--- config.mk ---
export PLATFORM = sky130hd
export DESIGN_NAME = calc_result_display
export DESIGN_NICKNAME = d
export VERILOG_FILES = /design/src/rtl/calc_pkg.sv /design/src/rtl/seg7_decode.sv /design/src/rtl/calc_result_display.sv
export SDC_FILE = /design/constraint.sdc
export NUM_CORES = 1
export LEC_CHECK = 0
export CORE_AREA = 5 5 83 85
export CTS_CLUSTER_DIAMETER = 100
export DETAILED_ROUTE_END_ITERATION = 8
export DIE_AREA = 0 0 88 90
export PLACE_DENSITY = 0.61
export SYNTH_ARGS = -nofsm -noshare
export SYNTH_HDL_FRONTEND = slang
export SYNTH_HIERARCHICAL = 1
export SYNTH_SLANG_ARGS = --single-unit
--- constraint.sdc ---
create_clock -name clk -period 2.68 [get_ports clk]
set_input_delay 0.536 -clock clk [delete_from_list [all_inputs] [get_ports clk]]
set_output_delay 0.536 -clock clk [all_outputs]
set_load 0.05 [all_outputs]
--- src/rtl/calc_pkg.sv ---
// Shared types and constants for the calculator result display.
// Glyph codes, segment patterns and FSM states.
package calc_pkg;

   typedef enum logic [1:0] {
      BLANK = 2'd0,
      HOLD  = 2'd1,
      SHOW  = 2'd2
   } state_t;

   // 4-bit glyph code: 0-9 digits, 10 minus, 11 E, 12 r, 15 blank
   typedef logic [3:0] glyph_t;

   localparam glyph_t G_MINUS = 4'd10;
   localparam glyph_t G_E     = 4'd11;
   localparam glyph_t G_R     = 4'd12;
   localparam glyph_t G_BLANK = 4'd15;

   // Active-low segments {g,f,e,d,c,b,a}
   localparam logic [6:0] SEG_0     = 7'h40;
   localparam logic [6:0] SEG_1     = 7'h79;
   localparam logic [6:0] SEG_2     = 7'h24;
   localparam logic [6:0] SEG_3     = 7'h30;
   localparam logic [6:0] SEG_4     = 7'h19;
   localparam logic [6:0] SEG_5     = 7'h12;
   localparam logic [6:0] SEG_6     = 7'h02;
   localparam logic [6:0] SEG_7     = 7'h78;
   localparam logic [6:0] SEG_8     = 7'h00;
   localparam logic [6:0] SEG_9     = 7'h10;
   localparam logic [6:0] SEG_MINUS = 7'h3F;
   localparam logic [6:0] SEG_E     = 7'h06;
   localparam logic [6:0] SEG_R     = 7'h2F;
   localparam logic [6:0] SEG_BLANK = 7'h7F;

endpackage

--- src/rtl/seg7_decode.sv ---
// Glyph code to active-low 7-segment pattern.
// Purely combinational; unused codes render blank.
module seg7_decode
   import calc_pkg::*;
(
   input  glyph_t     i_glyph,
   output logic [6:0] o_seg
);

   // Look up the segment pattern for the glyph
   always_comb begin
      o_seg = SEG_BLANK;
      case (i_glyph)
         4'd0:    o_seg = SEG_0;
         4'd1:    o_seg = SEG_1;
         4'd2:    o_seg = SEG_2;
         4'd3:    o_seg = SEG_3;
         4'd4:    o_seg = SEG_4;
         4'd5:    o_seg = SEG_5;
         4'd6:    o_seg = SEG_6;
         4'd7:    o_seg = SEG_7;
         4'd8:    o_seg = SEG_8;
         4'd9:    o_seg = SEG_9;
         G_MINUS: o_seg = SEG_MINUS;
         G_E:     o_seg = SEG_E;
         G_R:     o_seg = SEG_R;
         default: o_seg = SEG_BLANK;
      endcase
   end

endmodule

--- src/rtl/calc_result_display.sv ---
// Captures a sign-magnitude result via valid/ready with a minimum
// hold time and scans it onto a 3-digit multiplexed 7-seg display.
module calc_result_display
   import calc_pkg::*;
#(
   parameter int REFRESH_DIV = 1000,
   parameter int HOLD_CYCLES = 16
) (
   input  logic       clk,
   input  logic       rst,
   input  logic [4:0] result,
   input  logic       divbyzeroflag,
   input  logic       result_valid,
   output logic       result_ready,
   output logic [6:0] seg,
   output logic [2:0] an
);

   localparam int HW = $clog2(HOLD_CYCLES + 1);
   localparam int PW = (REFRESH_DIV > 1) ? $clog2(REFRESH_DIV) : 1;

   state_t          r_state;
   state_t          w_state_nxt;
   logic [HW-1:0]   r_hold;
   logic [HW-1:0]   w_hold_nxt;
   logic [PW-1:0]   r_pre;
   logic [1:0]      r_idx;
   logic [3:0]      r_mag;
   logic            r_neg;
   logic            r_err;
   logic            w_capture;
   logic            w_wrap;
   logic [3:0]      w_units;
   logic [3:0]      w_tens;
   glyph_t          w_glyph;
   logic [6:0]      w_seg;
   logic [6:0]      r_seg;
   logic [2:0]      r_an;

   assign w_capture = result_valid && result_ready;
   assign w_wrap    = (r_pre == PW'(REFRESH_DIV - 1));
   assign w_units   = r_mag % 4'd10;
   assign w_tens    = r_mag / 4'd10;
   assign seg       = r_seg;
   assign an        = r_an;

   // FSM state and hold counter registers
   always_ff @(posedge clk) begin
      if (rst) begin
         r_state <= BLANK;
         r_hold  <= '0;
      end else begin
         r_state <= w_state_nxt;
         r_hold  <= w_hold_nxt;
      end
   end

   // Next state, hold countdown and ready
   always_comb begin
      w_state_nxt  = r_state;
      w_hold_nxt   = r_hold;
      result_ready = (r_state != HOLD);
      case (r_state)
         HOLD: begin
            if (r_hold <= HW'(1)) begin
               w_state_nxt = SHOW;
               w_hold_nxt  = '0;
            end else begin
               w_hold_nxt  = r_hold - HW'(1);
            end
         end
         default: begin
            if (w_capture) begin
               w_state_nxt = HOLD;
               w_hold_nxt  = HW'(HOLD_CYCLES);
            end
         end
      endcase
   end

   // Latch the accepted result and error qualifier
   always_ff @(posedge clk) begin
      if (rst) begin
         r_mag <= '0;
         r_neg <= 1'b0;
         r_err <= 1'b0;
      end else if (w_capture) begin
         r_mag <= result[3:0];
         r_neg <= result[4];
         r_err <= divbyzeroflag;
      end
   end

   // Prescaler and digit index; scanning never stops
   always_ff @(posedge clk) begin
      if (rst) begin
         r_pre <= '0;
         r_idx <= 2'd0;
      end else if (w_wrap) begin
         r_pre <= '0;
         r_idx <= (r_idx == 2'd2) ? 2'd0 : r_idx + 2'd1;
      end else begin
         r_pre <= r_pre + PW'(1);
      end
   end

   // Pick the glyph for the digit currently being scanned
   always_comb begin
      w_glyph = G_BLANK;
      if (r_err) begin
         w_glyph = (r_idx == 2'd2) ? G_E : G_R;
      end else begin
         case (r_idx)
            2'd0:    w_glyph = w_units;
            2'd1:    w_glyph = (w_tens == 4'd0) ? G_BLANK : w_tens;
            2'd2:    w_glyph = (r_neg && r_mag != 4'd0) ? G_MINUS : G_BLANK;
            default: w_glyph = G_BLANK;
         endcase
      end
   end

   seg7_decode u_dec (
      .i_glyph (w_glyph),
      .o_seg   (w_seg)
   );

   // Registered pin drivers; anodes dark while nothing is stored
   always_ff @(posedge clk) begin
      if (rst) begin
         r_seg <= SEG_BLANK;
         r_an  <= 3'b111;
      end else begin
         r_seg <= w_seg;
         r_an  <= (r_state == BLANK) ? 3'b111 : ~(3'b001 << r_idx);
      end
   end

endmodule

==> impl_results.md, run 1 <==
- Final Max Slew Viols: 0
- Via-per-instance ratio: 4.69
- Vias in the first global route: between 1,000 and 1,500
- Worst setup SP type: register
- Finished Layout Cells: between 300 and 400
- Tmin final: about 2.4 ns
- Crit. Startpoint: r_mag[1]
- DP HPWL: 2.47 mm
- Pin count of the biggest net entering global routing: 29
- Max capacitance violation total: 0
- Grt total ovfl: 0
- RSZ-0062 raised after global routing: no
- Syn_nets: between 200 and 250
- Die X: slightly below 90 um
- Post-layout nets: around 250
- Critical Path AT: around 2.6 ns
- Share of cells above drive strength 1: 0.126
- Routability cong.: approximately 0.75
- CP endpoint: seg[4]
- Slew at the pin closest to its max-slew limit: 0.497 ns
- Leak: 0.000850 uW
- EDFF count, synth: 0
- FF-to-FF setup slack: around 0.24 ns
- Post-Syn Area: ~1800 um2
- Pre-Repair DR Iteration Count: 4
- Worst r2r path cells: 7
- Gr usage total: 0.0960
- Core footprint: between 6000 and 7000 um2
- Final Hold Viols: 0
- Die area: just under 8000 um2
- Register area share after synthesis: 0.399
- Mean Syn Cell Area: roughly 8.4 um2
- CTS root buffer: clkbuf_8
- Layout Area Growth over Synthesis: 22.7%
- FF-to-FF End: seg[4]
- Reg2reg start: r_mag[1]
- Diodes inserted: 0
- Post-route ant nets: 0
- Die height: ~90 um
- Ys Warns: 6
- Crit Path Max Fanout: 7
- Maximum vdd drop: between 0.2 and 0.3 mV
- Yosys cell types: 50
- Row count: 29
- Setup TNS: 0 ns
- H-tree levels: 2
- Worst clock skew: ~0.0039 ns
- Worst min path class: register to register
- CP required: ~2.9 ns
- Most area-hungry cell type in the Yosys netlist: dfxtp_1
- Clock buffer count from CTS: 5
- Initial antenna violation count: 0
- CTS clk-pin slew, worst paths: around 0.07 ns
- Synth top area cells: dfxtp_1 (40%), ha_1 (7.1%), a21oi_1 (5.1%)
- CTS tree: built
- Max-slew headroom: 0.668
- Fin crit share: 0.912
- 1st-iter DRT viols: 71
- Placed cells: 300
- Number of I/O port buffers: 19
- Worst setup EP type: register
- Detailed Route WL: 3.45 mm
- Postcts setup bufs: 0
- Status: completed
- DRC Markers: 0
- Initial Util: 0.286
- Dominant synthesized flop cell: dfxtp_1
- First-pass GRT wire length: about 6 mm
- Share of the synthesized area in the top cell type: 0.399
- Max Root-Sink Buffers: 2
- Mapped Cells: ~210
- Clock Latency Late Sink: 0.29 ns
- Asr flop ratio synth: 0
- Via count: between 1,000 and 1,500
- Crit path kind: register to register
- Avg WL per Cell: between 10 and 15 um
- Achievable frequency: 409 MHz
- Synth Register Bits: 35
- Power Density: ~660 nW/um2
- Setup violators final: 0
- IO Pins: 20
- Clk sinks: 35
[cells in the mapped netlist, types with 2 or more instances]
master / n
dfxtp_1: 35
nand2_1: 22
nor2_1: 19
a21oi_1: 18
inv_1: 15
nand3_1: 11
ha_1: 10
o21ai_0: 9
or2_2: 7
buf_2: 4
xor2_1: 4
a31oi_1: 3
clkbuf_1: 3
mux2i_1: 3
nand2b_1: 3
nor4_1: 3
or3_1: 3
and3_1: 2
nor3_1: 2
o31ai_1: 2
[metrics by stage]
| stage | total power, uW | utilization | instance area (um2) | hold slack [ns] | setup WS, ns |
|---|---|---|---|---|---|
| floorplan | 856 | - | 1760 | 0.418 | 0.154 |
| detailed placement | 950 | 0.331 | 2030 | 0.441 | 0.138 |
| CTS | 1440 | 0.350 | 2150 | 0.453 | 0.141 |
| global route | 1510 | 0.351 | 2150 | 0.489 | 0.0739 |
| finish | 1430 | 0.351 | 2150 | 0.456 | 0.237 |
| global placement | 944 | 0.331 | 2030 | 0.429 | 0.213 |
[logic make-up (layout without fill, tap and decap cells)]
family / Yosys count / after routing / share of synthesized area
simple gates: 86 / 86 / 0.256
fa+ha+maj: 10 / 10 / 0.0713
xor+xnor: 5 / 5 / 0.0249
flops: 35 / 35 / 0.399
compound gates: 43 / 43 / 0.150
mux: 5 / 5 / 0.0385
buf+inv: 24 / 47 / 0.0606
[routing by layer]
metal	track usage	part of all wire	wire length, um	vias to the layer above
met3	0.0302	0.050	171	7
met2	0.137	0.41	1430	24
met5	0	0	0	-
met4	0.0512	0.024	82	0
li1	-	-	-	768
met1	0.127	0.51	1760	646
[worst max-delay path, stage by stage, from the launching register on]
cell and delay (ns):
dfxtp_1 0.45, o21ai_0 0.17, a2111oi_0 0.42, o21ai_0 0.17, inv_1 0.14, ha_1 0.27, mux4_2 0.44, or2_2 0.27
[flip-flops by register name, indices dropped and copies added, names as in the netlist]
register / flops
r_state: 2
r_pre: 10
r_err: 1
r_neg: 1
r_hold: 5
r_mag: 4
seg: 7
r_idx: 2
an: 3
[area by class of cell]
cell class	count	area [um2]
clock buffers	6	82.6
inverters	15	56.3
well taps	77	96.3
repair buffers	24	228
clock inverters	2	35.0
flip-flops and latches	35	701
multi-input cells	149	956
fillers	655	3980
[where the power goes]
part / internal, uW / switching (uW)
logic: 142 / 193
clock network: 301 / 191
registers: 567 / 36.1
total: 1010 / 420
[worst min path at each step]
stage | startpoint | cells after the start | end | slack [ns]
CTS | r_pre[0] | 1 | r_pre[0] | 0.45
floorplan | r_pre[0] | 1 | r_pre[0] | 0.42
global placement | r_pre[0] | 1 | r_pre[0] | 0.43
finish | r_pre[0] | 1 | r_pre[0] | 0.46
detailed placement | r_pre[0] | 1 | r_pre[0] | 0.44
global route | r_pre[0] | 1 | r_pre[0] | 0.49
[cell usage in the layout (no fill, tap or decap), types with 2 or more instances in the layout]
cell | synthesis | final
o21ai_0 | 9 | 9
buf_4 | 1 | 5
or3_1 | 3 | 3
nor2_1 | 19 | 19
xor2_1 | 4 | 4
nand3_1 | 11 | 11
clkbuf_8 | 0 | 6
a21oi_1 | 18 | 18
ha_1 | 10 | 10
o31ai_1 | 2 | 2
nand2_1 | 22 | 22
dfxtp_1 | 35 | 35
nor3_1 | 2 | 2
clkdlybuf4s50_1 | 0 | 19
mux2i_1 | 3 | 3
and3_1 | 2 | 2
nand2b_1 | 3 | 3
nor4_1 | 3 | 3
or2_2 | 7 | 7
inv_1 | 15 | 15
a31oi_1 | 3 | 3
[repair_timing]
| item | in CTS | in global routing |
|---|---|---|
| setup endpoints to repair | 0 | 3 |
| hold buffers | 0 | 0 |
| gates resized for setup | 0 | 1 |
Note: power is estimated with default switching activity, not from simulation.
==> run 2: changes to the inputs <==
--- a/config.mk
+++ b/config.mk
@@ -9,7 +9,7 @@
 export CTS_CLUSTER_DIAMETER = 100
 export DETAILED_ROUTE_END_ITERATION = 8
 export DIE_AREA = 0 0 88 90
-export PLACE_DENSITY = 0.61
+export PLACE_DENSITY = 0.59
 export SYNTH_ARGS = -nofsm -noshare
 export SYNTH_HDL_FRONTEND = slang
 export SYNTH_HIERARCHICAL = 1
==> constraint.sdc (replaced) <==
create_clock -name clk -period 2.71 [get_ports clk]
set_input_delay 0.542 -clock clk [delete_from_list [all_inputs] [get_ports clk]]
set_output_delay 0.542 -clock clk [all_outputs]
set_load 0.05 [all_outputs]
==> impl_results.md, run 2 (same netlist as run 1, synthesis figures left out) <==
- Status: completed
- Maximum vdd drop: 0.335 mV (+29%)
- Post_cts resized: 0 (unchanged)
- Max Root-Sink Buffers: 2 (unchanged)
- Die area: 7920 um2 (unchanged)
- Critical hold path startpoint: r_pre[0]
- Largest register FFs: 10 (unchanged)
- Clock power frac: 0.277 (-0.067)
- FF-to-FF End: seg[4]
- Leak: 0.000820 uW (-3.5%)
- Critical Path AT: 2.74 ns (+0.12 ns)
- Clk sinks: 35 (unchanged)
- Commonest non-fill, non-tap cell in the layout: dfxtp_1
- # fillers: 643 (-1.8%)
- Vias in the first global route: 1,362 (-3.1%)
- Setup violators final: 0 (unchanged)
- Setup TNS: 0 ns (unchanged)
- Worst clock skew: 0.0106 ns (+0.00662 ns)
- Tmin final: 2.58 ns (+0.136 ns)
- Initial antenna violation count: 0 (unchanged)
- DRC Markers: 0 (unchanged)
- Routability cong.: 0.746 (-0.51%)
- Gr usage total: 0.0894 (-0.00664)
- FF-to-FF setup slack: 0.13 ns (-0.11 ns)
- Initial Util: 0.286 (unchanged)
- Cell-internal power: 880 uW (-13%)
- DP HPWL: 2.43 mm (-1.4%)
- Power Density: 606 nW/um2 (-8.6%)
- Slew at the pin closest to its max-slew limit: 0.502 ns (+0.00493 ns)
- First-pass GRT wire length: 5.84 mm (-4.6%)
- Share of cells above drive strength 1: 0.109 (-0.0168)
- Worst r2r path cells: 7 (unchanged)
- IO Pins: 20 (unchanged)
- Max capacitance violation total: 0 (unchanged)
- Final Max Slew Viols: 0 (unchanged)
- Sw Pwr: 396 uW (-5.8%)
- Worst min path class: register to register
- 1st-iter DRT viols: 97 (+37%)
- Crit path kind: register to register
- Clock buffer count from CTS: 5 (unchanged)
- CTS root buffer: clkbuf_8
- Max-slew headroom: 0.664 (-0.00330)
- Worst setup SP type: register
- Via count: 1,442 (-0.21%)
- CP required: 2.87 ns (about the same)
- Grt total ovfl: 0 (unchanged)
- Clock Latency Late Sink: 0.28 ns (about the same)
- H-tree levels: 2 (unchanged)
- Pre-Repair DR Iteration Count: 4 (unchanged)
- Final Hold Viols: 0 (unchanged)
- Cts hold-fix bufs: 0 (unchanged)
- RSZ-0062 raised after global routing: no
- Layout Area Growth over Synthesis: 19.8%
- Via-per-instance ratio: 4.70 (+0.12%)
- Worst setup EP type: register
- Detailed Route WL: 3.27 mm (-5.1%)
- Die height: 90 um (unchanged)
- Flop pwr share: 0.468 (+0.047)
- Most frequent cells in the layout: dfxtp_1 (35), nand2_1 (22), nor2_1 (19), clkdlybuf4s50_1 (19), a21oi_1 (18)
- Placed Area: 2020 um2 (-0.37%)
- Hold Path Stages: 1 (unchanged)
- Core footprint: 6130 um2 (unchanged)
- CTS tree: built
- CTS clk-pin slew, worst paths: 0.07 ns (about the same)
- Crit Path Max Fanout: 9 (+2)
- Post-layout nets: 248 (-0.40%)
- Number of I/O port buffers: 19 (unchanged)
- Die X: 88 um (unchanged)
- Pin count of the biggest net entering global routing: 29 (unchanged)
- Worst hold endpoint: r_pre[0]
- Achievable frequency: 388 MHz (-5.3%)
- Combinational share of power: 0.255 (+0.020)
- Post-route ant nets: 0 (unchanged)
- Sw Ratio: 0.310 (+0.0164)
- Avg WL per Cell: 10.7 um (-4.8%)
- Reg2reg start: r_mag[3]
- Final instance area: 2100 um2 (-2.4%)
- Fin crit share: 0.952 (+0.0402)
- Row count: 29 (unchanged)
- Postcts setup bufs: 0 (unchanged)
- Biggest register: r_pre
- Diodes inserted: 0 (unchanged)
## run 2: area by class of cell
cell class	count	area (um2)	share of cell area
tap	77	96.3	0.0458
multi-input combinational	149	948	0.451
clock buffer	7	76.3	0.0363
clock inverter	1	5.00	0.00238
timing repair buffer	23	220	0.105
sequential	35	701	0.333
inverter	15	56.3	0.0268
## run 2: how the worst max path moves through the flow
stage          slack [ns]      from     end
2_1_floorplan        0.18  r_mag[3]  seg[4]
3_3_place_gp         0.17  r_mag[3]  seg[4]
6_report             0.13  r_mag[3]  seg[4]
4_1_cts              0.11  r_mag[3]  seg[4]
3_5_place_dp         0.09  r_mag[3]  seg[4]
5_1_grt              0.02  r_mag[3]  seg[4]
## run 2: power groups by stage
stage          Clock [uW]  Sequential [uW]  Combinational (uW)
6_report              353              596                 325
5_1_grt               391              604                 364
4_1_cts               366              596                 329
3_5_place_dp            0              607                 328
3_3_place_gp            0              606                 326
2_1_floorplan           0              658                 188
## run 2: layer usage
layer | routed length [um] | up-vias | part of all wire | GRT usage
met5 | 0 | - | 0 | 0
met4 | 25 | 0 | 0.0076 | 0.0320
met3 | 176 | 2 | 0.054 | 0.0274
met2 | 1400 | 35 | 0.43 | 0.131
met1 | 1670 | 643 | 0.51 | 0.123
li1 | - | 762 | - | -
## run 2: per-stage QoR
step | setup WS, ns | util | hold slack, ns | power [uW] | instances
detailed placement | 0.0859 | 0.330 | 0.443 | 936 | 299
floorplan | 0.184 | - | 0.418 | 847 | 208
CTS | 0.105 | 0.343 | 0.457 | 1290 | 307
global route | 0.0228 | 0.343 | 0.480 | 1360 | 307
finish | 0.131 | 0.343 | 0.451 | 1280 | 307
global placement | 0.171 | 0.330 | 0.433 | 932 | 299
## run 2: critical path, stage by stage, from the launching register on
cell     delay, ns
dfxtp_1       0.38
o41ai_1       0.48
nor2_1        0.07
o22ai_1       0.31
inv_1         0.16
ha_1          0.35
mux4_2        0.45
or2_2         0.28
